### config.mk
export PLATFORM = sky130hd
export DESIGN_NAME = adc_seq_reader_flat
export DESIGN_NICKNAME = d
export VERILOG_FILES = /design/src/rtl/adc_seq_pkg.sv /design/src/rtl/adc_seq_reader_if.sv /design/src/rtl/adc_seq_reader_fifo.sv /design/src/rtl/adc_seq_reader.sv /design/src/flat_wrapper.sv
export SDC_FILE = /design/constraint.sdc
export NUM_CORES = 1
export LEC_CHECK = 0
export ABC_AREA = 1
export CORE_MARGIN = 1
export CORE_UTILIZATION = 55
export DETAILED_ROUTE_END_ITERATION = 7
export MAX_ROUTING_LAYER = met4
export PLACE_DENSITY_LB_ADDON = 0.3
export SLEW_MARGIN = 0
export SYNTH_ARGS = -nofsm -noshare
export SYNTH_HDL_FRONTEND = slang
export SYNTH_SLANG_ARGS = --single-unit
export TNS_END_PERCENT = 50
### constraint.sdc
create_clock -name clock -period 3.39 [get_ports clock]
set_input_delay 0.8475 -clock clock [delete_from_list [all_inputs] [get_ports clock]]
set_output_delay 0.8475 -clock clock [all_outputs]
set_load 0.02 [all_outputs]
### src/rtl/adc_seq_pkg.sv
// Shared types and constants for the SAR ADC sequencer.
package adc_seq_pkg;

   localparam int ADC_W          = 8;
   localparam int CNT_W          = 16;
   localparam int DEF_TIMEOUT    = 64;
   localparam int DEF_GAP_CYCLES = 8;
   localparam int DEF_FIFO_DEPTH = 8;

   // Handshake sequencer states
   typedef enum logic [2:0] {
      S_IDLE    = 3'd0,
      S_START   = 3'd1,
      S_BUSY    = 3'd2,
      S_CAPTURE = 3'd3,
      S_GAP     = 3'd4
   } state_t;

   // Counter width able to hold values 0..max_val (never narrower than 1 bit)
   function automatic int cnt_width(input int max_val);
      return $clog2(max_val + 2);
   endfunction

endpackage

### src/rtl/adc_seq_reader_if.sv
// ADC conversion handshake: start request out, status and result back.
interface adc_seq_reader_if;
   import adc_seq_pkg::*;

   logic             nStartCnv;
   logic             nEndCnv;
   logic [ADC_W-1:0] adcData;

   // Host side drives the start request
   modport master (
      output nStartCnv,
      input  nEndCnv,
      input  adcData
   );

   // ADC side answers with status and data
   modport slave (
      input  nStartCnv,
      output nEndCnv,
      output adcData
   );

endinterface

### src/rtl/adc_seq_reader_fifo.sv
// Synchronous sample FIFO with registered head output and wrap-bit pointers.
module adc_sample_fifo #(
   parameter int WIDTH = 8,
   parameter int DEPTH = 8
) (
   input  logic             clock,
   input  logic             reset,
   input  logic             wr_en,
   input  logic [WIDTH-1:0] wr_data,
   input  logic             rd_en,
   output logic [WIDTH-1:0] rd_data,
   output logic             empty,
   output logic             full
);

   localparam int AW = $clog2(DEPTH);

   logic [WIDTH-1:0] r_mem [DEPTH];
   logic [AW:0]      r_wr_ptr;
   logic [AW:0]      r_rd_ptr;
   logic [WIDTH-1:0] r_rd_data;

   logic             w_empty;
   logic             w_full;
   logic             w_do_wr;
   logic             w_do_rd;
   logic [AW:0]      w_wr_ptr_next;
   logic [AW:0]      w_rd_ptr_next;
   logic             w_empty_next;
   logic [AW-1:0]    w_head_addr;
   logic             w_head_bypass;

   assign w_empty = (r_wr_ptr == r_rd_ptr);
   assign w_full  = (r_wr_ptr[AW] != r_rd_ptr[AW]) &&
                    (r_wr_ptr[AW-1:0] == r_rd_ptr[AW-1:0]);

   // A full FIFO still accepts a write when a pop frees a slot in the same cycle
   assign w_do_wr = wr_en && (!w_full || rd_en);
   assign w_do_rd = rd_en && !w_empty;

   assign w_wr_ptr_next = r_wr_ptr + (AW+1)'(w_do_wr);
   assign w_rd_ptr_next = r_rd_ptr + (AW+1)'(w_do_rd);
   assign w_empty_next  = (w_wr_ptr_next == w_rd_ptr_next);

   // Next head location; if it is the slot being written now, forward the write data
   assign w_head_addr   = w_rd_ptr_next[AW-1:0];
   assign w_head_bypass = w_do_wr && (w_head_addr == r_wr_ptr[AW-1:0]);

   // Sample storage write port (no reset, maps onto RAM)
   always_ff @(posedge clock) begin
      if (w_do_wr) begin
         r_mem[r_wr_ptr[AW-1:0]] <= wr_data;
      end
   end

   // Pointer update and registered head read
   always_ff @(posedge clock) begin
      if (!reset) begin
         r_wr_ptr  <= '0;
         r_rd_ptr  <= '0;
         r_rd_data <= '0;
      end else begin
         r_wr_ptr <= w_wr_ptr_next;
         r_rd_ptr <= w_rd_ptr_next;
         if (!w_empty_next) begin
            r_rd_data <= w_head_bypass ? wr_data : r_mem[w_head_addr];
         end
      end
   end

   assign rd_data = r_rd_data;
   assign empty   = w_empty;
   assign full    = w_full;

endmodule

### src/rtl/adc_seq_reader.sv
// SAR ADC conversion initiator: start/busy/done handshake, sample FIFO,
// timeout and overflow detection, accepted-sample counter.
module adc_seq_reader
   import adc_seq_pkg::*;
#(
   parameter int GAP_CYCLES = DEF_GAP_CYCLES,
   parameter int TIMEOUT    = DEF_TIMEOUT,
   parameter int FIFO_DEPTH = DEF_FIFO_DEPTH
) (
   input  logic              clock,
   input  logic              reset,
   input  logic              enable,
   input  logic              single,
   adc_seq_reader_if.master  adc,
   input  logic              rd_en,
   output logic [ADC_W-1:0]  rd_data,
   output logic              fifo_empty,
   output logic              fifo_full,
   output logic              overflow,
   output logic              timeout_err,
   input  logic              clear_err,
   output logic              busy,
   output logic [CNT_W-1:0]  sample_cnt
);

   localparam int TO_W  = cnt_width(TIMEOUT);
   localparam int GAP_W = cnt_width(GAP_CYCLES);

   // Last count value before the phase gives up / the gap ends
   localparam logic [TO_W-1:0]  TO_LAST  = TO_W'(TIMEOUT - 1);
   localparam logic [GAP_W-1:0] GAP_LAST = (GAP_CYCLES == 0) ? '0 : GAP_W'(GAP_CYCLES - 1);

   state_t             r_state;
   state_t             w_state_next;
   logic [TO_W-1:0]    r_to_cnt;
   logic [TO_W-1:0]    w_to_cnt_next;
   logic [GAP_W-1:0]   r_gap_cnt;
   logic [GAP_W-1:0]   w_gap_cnt_next;
   logic               r_nstart;
   logic               r_overflow;
   logic               r_timeout;
   logic [CNT_W-1:0]   r_sample_cnt;

   logic               w_wr_req;
   logic               w_drop;
   logic               w_wr_accept;
   logic               w_timeout_evt;

   // Next-state, phase counters and capture request
   always_comb begin
      w_state_next   = r_state;
      w_to_cnt_next  = r_to_cnt;
      w_gap_cnt_next = r_gap_cnt;
      w_wr_req       = 1'b0;
      w_timeout_evt  = 1'b0;

      case (r_state)
         S_IDLE: begin
            if (enable || single) begin
               w_state_next  = S_START;
               w_to_cnt_next = '0;
            end
         end

         S_START: begin
            if (adc.nEndCnv) begin
               w_state_next  = S_BUSY;
               w_to_cnt_next = '0;
            end else if (r_to_cnt == TO_LAST) begin
               w_timeout_evt = 1'b1;
               w_state_next  = S_IDLE;
               w_to_cnt_next = '0;
            end else begin
               w_to_cnt_next = r_to_cnt + TO_W'(1);
            end
         end

         S_BUSY: begin
            if (!adc.nEndCnv) begin
               w_state_next  = S_CAPTURE;
               w_to_cnt_next = '0;
            end else if (r_to_cnt == TO_LAST) begin
               w_timeout_evt = 1'b1;
               w_state_next  = S_IDLE;
               w_to_cnt_next = '0;
            end else begin
               w_to_cnt_next = r_to_cnt + TO_W'(1);
            end
         end

         S_CAPTURE: begin
            w_wr_req = 1'b1;
            if (enable) begin
               w_state_next   = S_GAP;
               w_gap_cnt_next = '0;
            end else begin
               w_state_next = S_IDLE;
            end
         end

         S_GAP: begin
            if (!enable) begin
               w_state_next = S_IDLE;
            end else if (r_gap_cnt == GAP_LAST) begin
               w_state_next  = S_START;
               w_to_cnt_next = '0;
            end else begin
               w_gap_cnt_next = r_gap_cnt + GAP_W'(1);
            end
         end

         default: begin
            w_state_next = S_IDLE;
         end
      endcase
   end

   // A capture into a full FIFO is lost unless a pop makes room in the same cycle
   assign w_drop      = w_wr_req && fifo_full && !rd_en;
   assign w_wr_accept = w_wr_req && !w_drop;

   // State and phase counter registers
   always_ff @(posedge clock) begin
      if (!reset) begin
         r_state   <= S_IDLE;
         r_to_cnt  <= '0;
         r_gap_cnt <= '0;
      end else begin
         r_state   <= w_state_next;
         r_to_cnt  <= w_to_cnt_next;
         r_gap_cnt <= w_gap_cnt_next;
      end
   end

   // Start request is low only while START is (or becomes) the current state,
   // so it is released on the same edge the ADC's busy status is seen
   always_ff @(posedge clock) begin
      if (!reset) begin
         r_nstart <= 1'b1;
      end else begin
         r_nstart <= (w_state_next != S_START);
      end
   end

   // Sticky error flags: a new event in the same cycle beats clear_err
   always_ff @(posedge clock) begin
      if (!reset) begin
         r_overflow <= 1'b0;
         r_timeout  <= 1'b0;
      end else begin
         if (w_drop) begin
            r_overflow <= 1'b1;
         end else if (clear_err) begin
            r_overflow <= 1'b0;
         end
         if (w_timeout_evt) begin
            r_timeout <= 1'b1;
         end else if (clear_err) begin
            r_timeout <= 1'b0;
         end
      end
   end

   // Accepted-sample counter, wraps naturally
   always_ff @(posedge clock) begin
      if (!reset) begin
         r_sample_cnt <= '0;
      end else if (w_wr_accept) begin
         r_sample_cnt <= r_sample_cnt + CNT_W'(1);
      end
   end

   adc_sample_fifo #(
      .WIDTH (ADC_W),
      .DEPTH (FIFO_DEPTH)
   ) u_fifo (
      .clock   (clock),
      .reset   (reset),
      .wr_en   (w_wr_req),
      .wr_data (adc.adcData),
      .rd_en   (rd_en),
      .rd_data (rd_data),
      .empty   (fifo_empty),
      .full    (fifo_full)
   );

   assign adc.nStartCnv = r_nstart;
   assign overflow      = r_overflow;
   assign timeout_err   = r_timeout;
   assign busy          = (r_state != S_IDLE);
   assign sample_cnt    = r_sample_cnt;

endmodule

### src/flat_wrapper.sv
// flat-port wrapper written by rule: the top's interface ports become plain ports
module adc_seq_reader_flat import adc_seq_pkg::*;
#(
   parameter int GAP_CYCLES = DEF_GAP_CYCLES,
   parameter int TIMEOUT    = DEF_TIMEOUT,
   parameter int FIFO_DEPTH = DEF_FIFO_DEPTH
)
  (clock, reset, enable, single, rd_en, rd_data, fifo_empty, fifo_full, overflow, timeout_err, clear_err, busy, sample_cnt, adc_nStartCnv, adc_nEndCnv, adc_adcData);
  adc_seq_reader_if adc_i ();
  input  logic clock;
  input  logic reset;
  input  logic enable;
  input  logic single;
  input  logic rd_en;
  output logic [ADC_W-1:0] rd_data;
  output logic fifo_empty;
  output logic fifo_full;
  output logic overflow;
  output logic timeout_err;
  input  logic clear_err;
  output logic busy;
  output logic [CNT_W-1:0] sample_cnt;
  output wire logic [$bits(adc_i.nStartCnv)-1:0] adc_nStartCnv;
  input wire logic [$bits(adc_i.nEndCnv)-1:0] adc_nEndCnv;
  input wire logic [$bits(adc_i.adcData)-1:0] adc_adcData;
  assign adc_nStartCnv = adc_i.nStartCnv;
  assign adc_i.nEndCnv = adc_nEndCnv;
  assign adc_i.adcData = adc_adcData;
  adc_seq_reader #(.GAP_CYCLES(GAP_CYCLES), .TIMEOUT(TIMEOUT), .FIFO_DEPTH(FIFO_DEPTH)) u_core (.clock(clock), .reset(reset), .enable(enable), .single(single), .adc(adc_i), .rd_en(rd_en), .rd_data(rd_data), .fifo_empty(fifo_empty), .fifo_full(fifo_full), .overflow(overflow), .timeout_err(timeout_err), .clear_err(clear_err), .busy(busy), .sample_cnt(sample_cnt));
endmodule
==> impl_metrics.env <==
export IMPL_final_util=0.711
export IMPL_crit_path_max_fanout=8
export IMPL_synth_top_area_frac=0.353
export IMPL_core_area_um2=9420
export IMPL_areaGrowthSynthToFinish_pct=23.0
export IMPL_crit_arrival_ns=2.29
export IMPL_max_freq_mhz=319
export IMPL_postCtsSetupRepairBufs=0
export IMPL_fillCellCount=659
export IMPL_vdd_ir_drop_max_v=0.000416
export IMPL_hpwl_mm=8.42
export IMPL_yosysTopAreaCell="edfxtp_1"
export IMPL_rows=35
export IMPL_cts_hold_buf=0
export IMPL_vias=4542
export IMPL_worst_ep_required_time_ns=2.54
export IMPL_cts_buffers_inserted=17
export IMPL_slew_viol_final=0
export IMPL_clk_pin_slew_ns=0.06
export IMPL_clk_path_buf_depth=2
export IMPL_ys_warn_count=0
export IMPL_synthTopCellsByCount="134 x nand2_1, 71 x nor2_1, 70 x inv_1"
export IMPL_clockRootBuffer="clkbuf_8"
export IMPL_relSlewSlack=0.643
export IMPL_fin_area_um2=6690
export IMPL_die_h_um=101
export IMPL_setup_violations=0
export IMPL_final_layout_size_suffix_gt1_frac=0.123
export IMPL_synth_edf_count=64
export IMPL_cts_tree="done"
export IMPL_hold_class="reg -> reg"
export IMPL_grt_max_degree=25
export IMPL_ys_ff_latch=113
export IMPL_htree_num_levels=4
export IMPL_powerDensity_nw_per_um2=571
export IMPL_track_usage=0.274
export IMPL_route_detailed_drc=0
export IMPL_cts_resized=0
export IMPL_first_iter_violations=389
export IMPL_firstDrtPassIters=5
export IMPL_start_util=0.578
export IMPL_crit_type="reg -> out"
export IMPL_cp_start_kind="flop"
export IMPL_syn_nets=647
export IMPL_routed_wl_mm=12.6
export IMPL_grt_pass1_wl_mm=20.6
export IMPL_synthArstFlopShare=0
export IMPL_numPortBuffers=44
export IMPL_end_kind="output pin"
export IMPL_diodes=0
export IMPL_clock_latency_ns=0.52
export IMPL_finClkSkew_ns=0.00608
export IMPL_fin_crit_ns=3.14
export IMPL_vias_per_cell=5.49
export IMPL_place_area_um2=6070
export IMPL_syn_instance_count=625
export IMPL_die_x_um=101
export IMPL_cap_violations=0
export IMPL_gp_congestion=0.947
export IMPL_io_pins=45
export IMPL_fp_dieArea_um2=10300
export IMPL_ant_nets=0
export IMPL_synthDistinctLibCells=42
export IMPL_status="complete, no violations"
export IMPL_syn_avg_cell_area_um2=8.70
export IMPL_clock_sinks=113
export IMPL_synth_most_common_cell="nand2_1"
export IMPL_final_nets=708
export IMPL_antenna_found_initial=0
export IMPL_yosys_top_cells_area="edfxtp_1 35%, dfxtp_1 18%, nand2_1 9.2%, o21ai_0 5.6%, nor2_1 4.9%"
export IMPL_hold_slack_ns=0.466
export IMPL_rsz0062_at_grt="no"
export IMPL_grt_overflow=0
export IMPL_worst_slew_pin_slew_ns=0.531
export IMPL_finalSetupTns_ns=0
export IMPL_synthesis_area_um2=5440
export IMPL_synth_ff_type="edfxtp_1"
export IMPL_grt_pass1_vias=4285
export IMPL_power_leakage_uw=0.00267
export IMPL_avgRoutedWirePerCell_um=15.2
export IMPL_yosysSeqAreaShare=0.534
export IMPL_hold_violations=0
export IMPL_timing_final_crit_share=0.926
-- registers in the layout, indices dropped and copies added, names as in the netlist --
register,cells
u_core.timeout_err,1
u_core.sample_cnt,16
u_core.u_fifo.r_mem,64
u_core.r_state,3
u_core.u_fifo.r_wr_ptr,4
u_core.u_fifo.rd_data,8
u_core.r_to_cnt,7
u_core.adc.nStartCnv,1
u_core.overflow,1
u_core.u_fifo.r_rd_ptr,4
u_core.r_gap_cnt,4
-- critical path: stages (launching register included) --
cell	delay, ns
dfxtp_1	0.53
inv_2	0.09
nand2_1	0.08
nand2_1	0.06
nor2_2	0.17
nand2_1	0.09
nor2_1	0.14
clkdlybuf4s50_1	0.62
-- logic make-up (layout without fill, tap and decap cells) --
group / count (synthesis) / count (layout) / share of synthesized area
AOI/OAI and AO/OA: 98 / 98 / 0.101
xor gates and xnor gates: 20 / 20 / 0.0350
adders and majority gates: 7 / 7 / 0.0161
buffers and inverters: 95 / 169 / 0.0734
DFF: 113 / 113 / 0.534
and+or+nand+nor: 292 / 292 / 0.241
-- metrics by stage --
stage | setup WS (ns) | total power [uW] | instances
after floorplan | 0.581 | 1830 | 625
after global routing | 0.0562 | 3950 | 828
after global placement | 0.174 | 1990 | 796
after CTS | 0.223 | 3830 | 828
after detailed placement | 0.0793 | 2000 | 796
final | 0.251 | 3820 | 828
-- power by group --
group	internal [uW]	switching (uW)	leakage (uW)	total [uW]
clock network	1210	619	0.000298	1830
registers	1490	21.5	0.000972	1510
logic	186	293	0.00140	478
-- path summary, 6_finish.rpt --
path                                                 end  slack (ns)                       from  cells after the start
worst min register to register        u_core.timeout_err        0.47         u_core.timeout_err                      2
worst max register to register  u_core.u_fifo.rd_data[2]        0.39  u_core.u_fifo.r_wr_ptr[1]                     18
worst min-delay path                  u_core.timeout_err        0.47         u_core.timeout_err                      2
worst max-delay path                          fifo_empty        0.25  u_core.u_fifo.r_wr_ptr[1]                      7
-- area by class of cell --
class	count	area (um^2)	share of cell area
sequential	113	2900	0.434
multi-input combinational	417	2140	0.319
timing repair buffer	62	588	0.0879
clock buffer	19	432	0.0645
inverter	75	285	0.0426
clock inverter	13	185	0.0277
tap	129	161	0.0241
-- placed cells by master, fill, tap and decap left out, types with 3 or more instances in the layout --
cell type and count:
nand3b_1 9, clkdlybuf4s50_1 44, nor2_1 71, nand4_1 15
xor2_1 11, nor3_1 10, dfxtp_1 49, bufinv_16 4
clkinv_2 4, ha_1 7, edfxtp_1 64, xnor2_1 7
a21oi_1 23, clkbuf_16 16, inv_1 70, clkinv_4 3
o21ai_0 61, a21oi_2 9, nand3_1 29, nand2_2 13
buf_4 17, nand2_1 134
-- per-layer routing --
metal,GRT usage,part of all wire
met5,-,0
met4,0.101,0.017
met3,0.0635,0.086
met2,0.426,0.48
met1,0.350,0.42
Note: power is estimated with default switching activity, not from simulation.
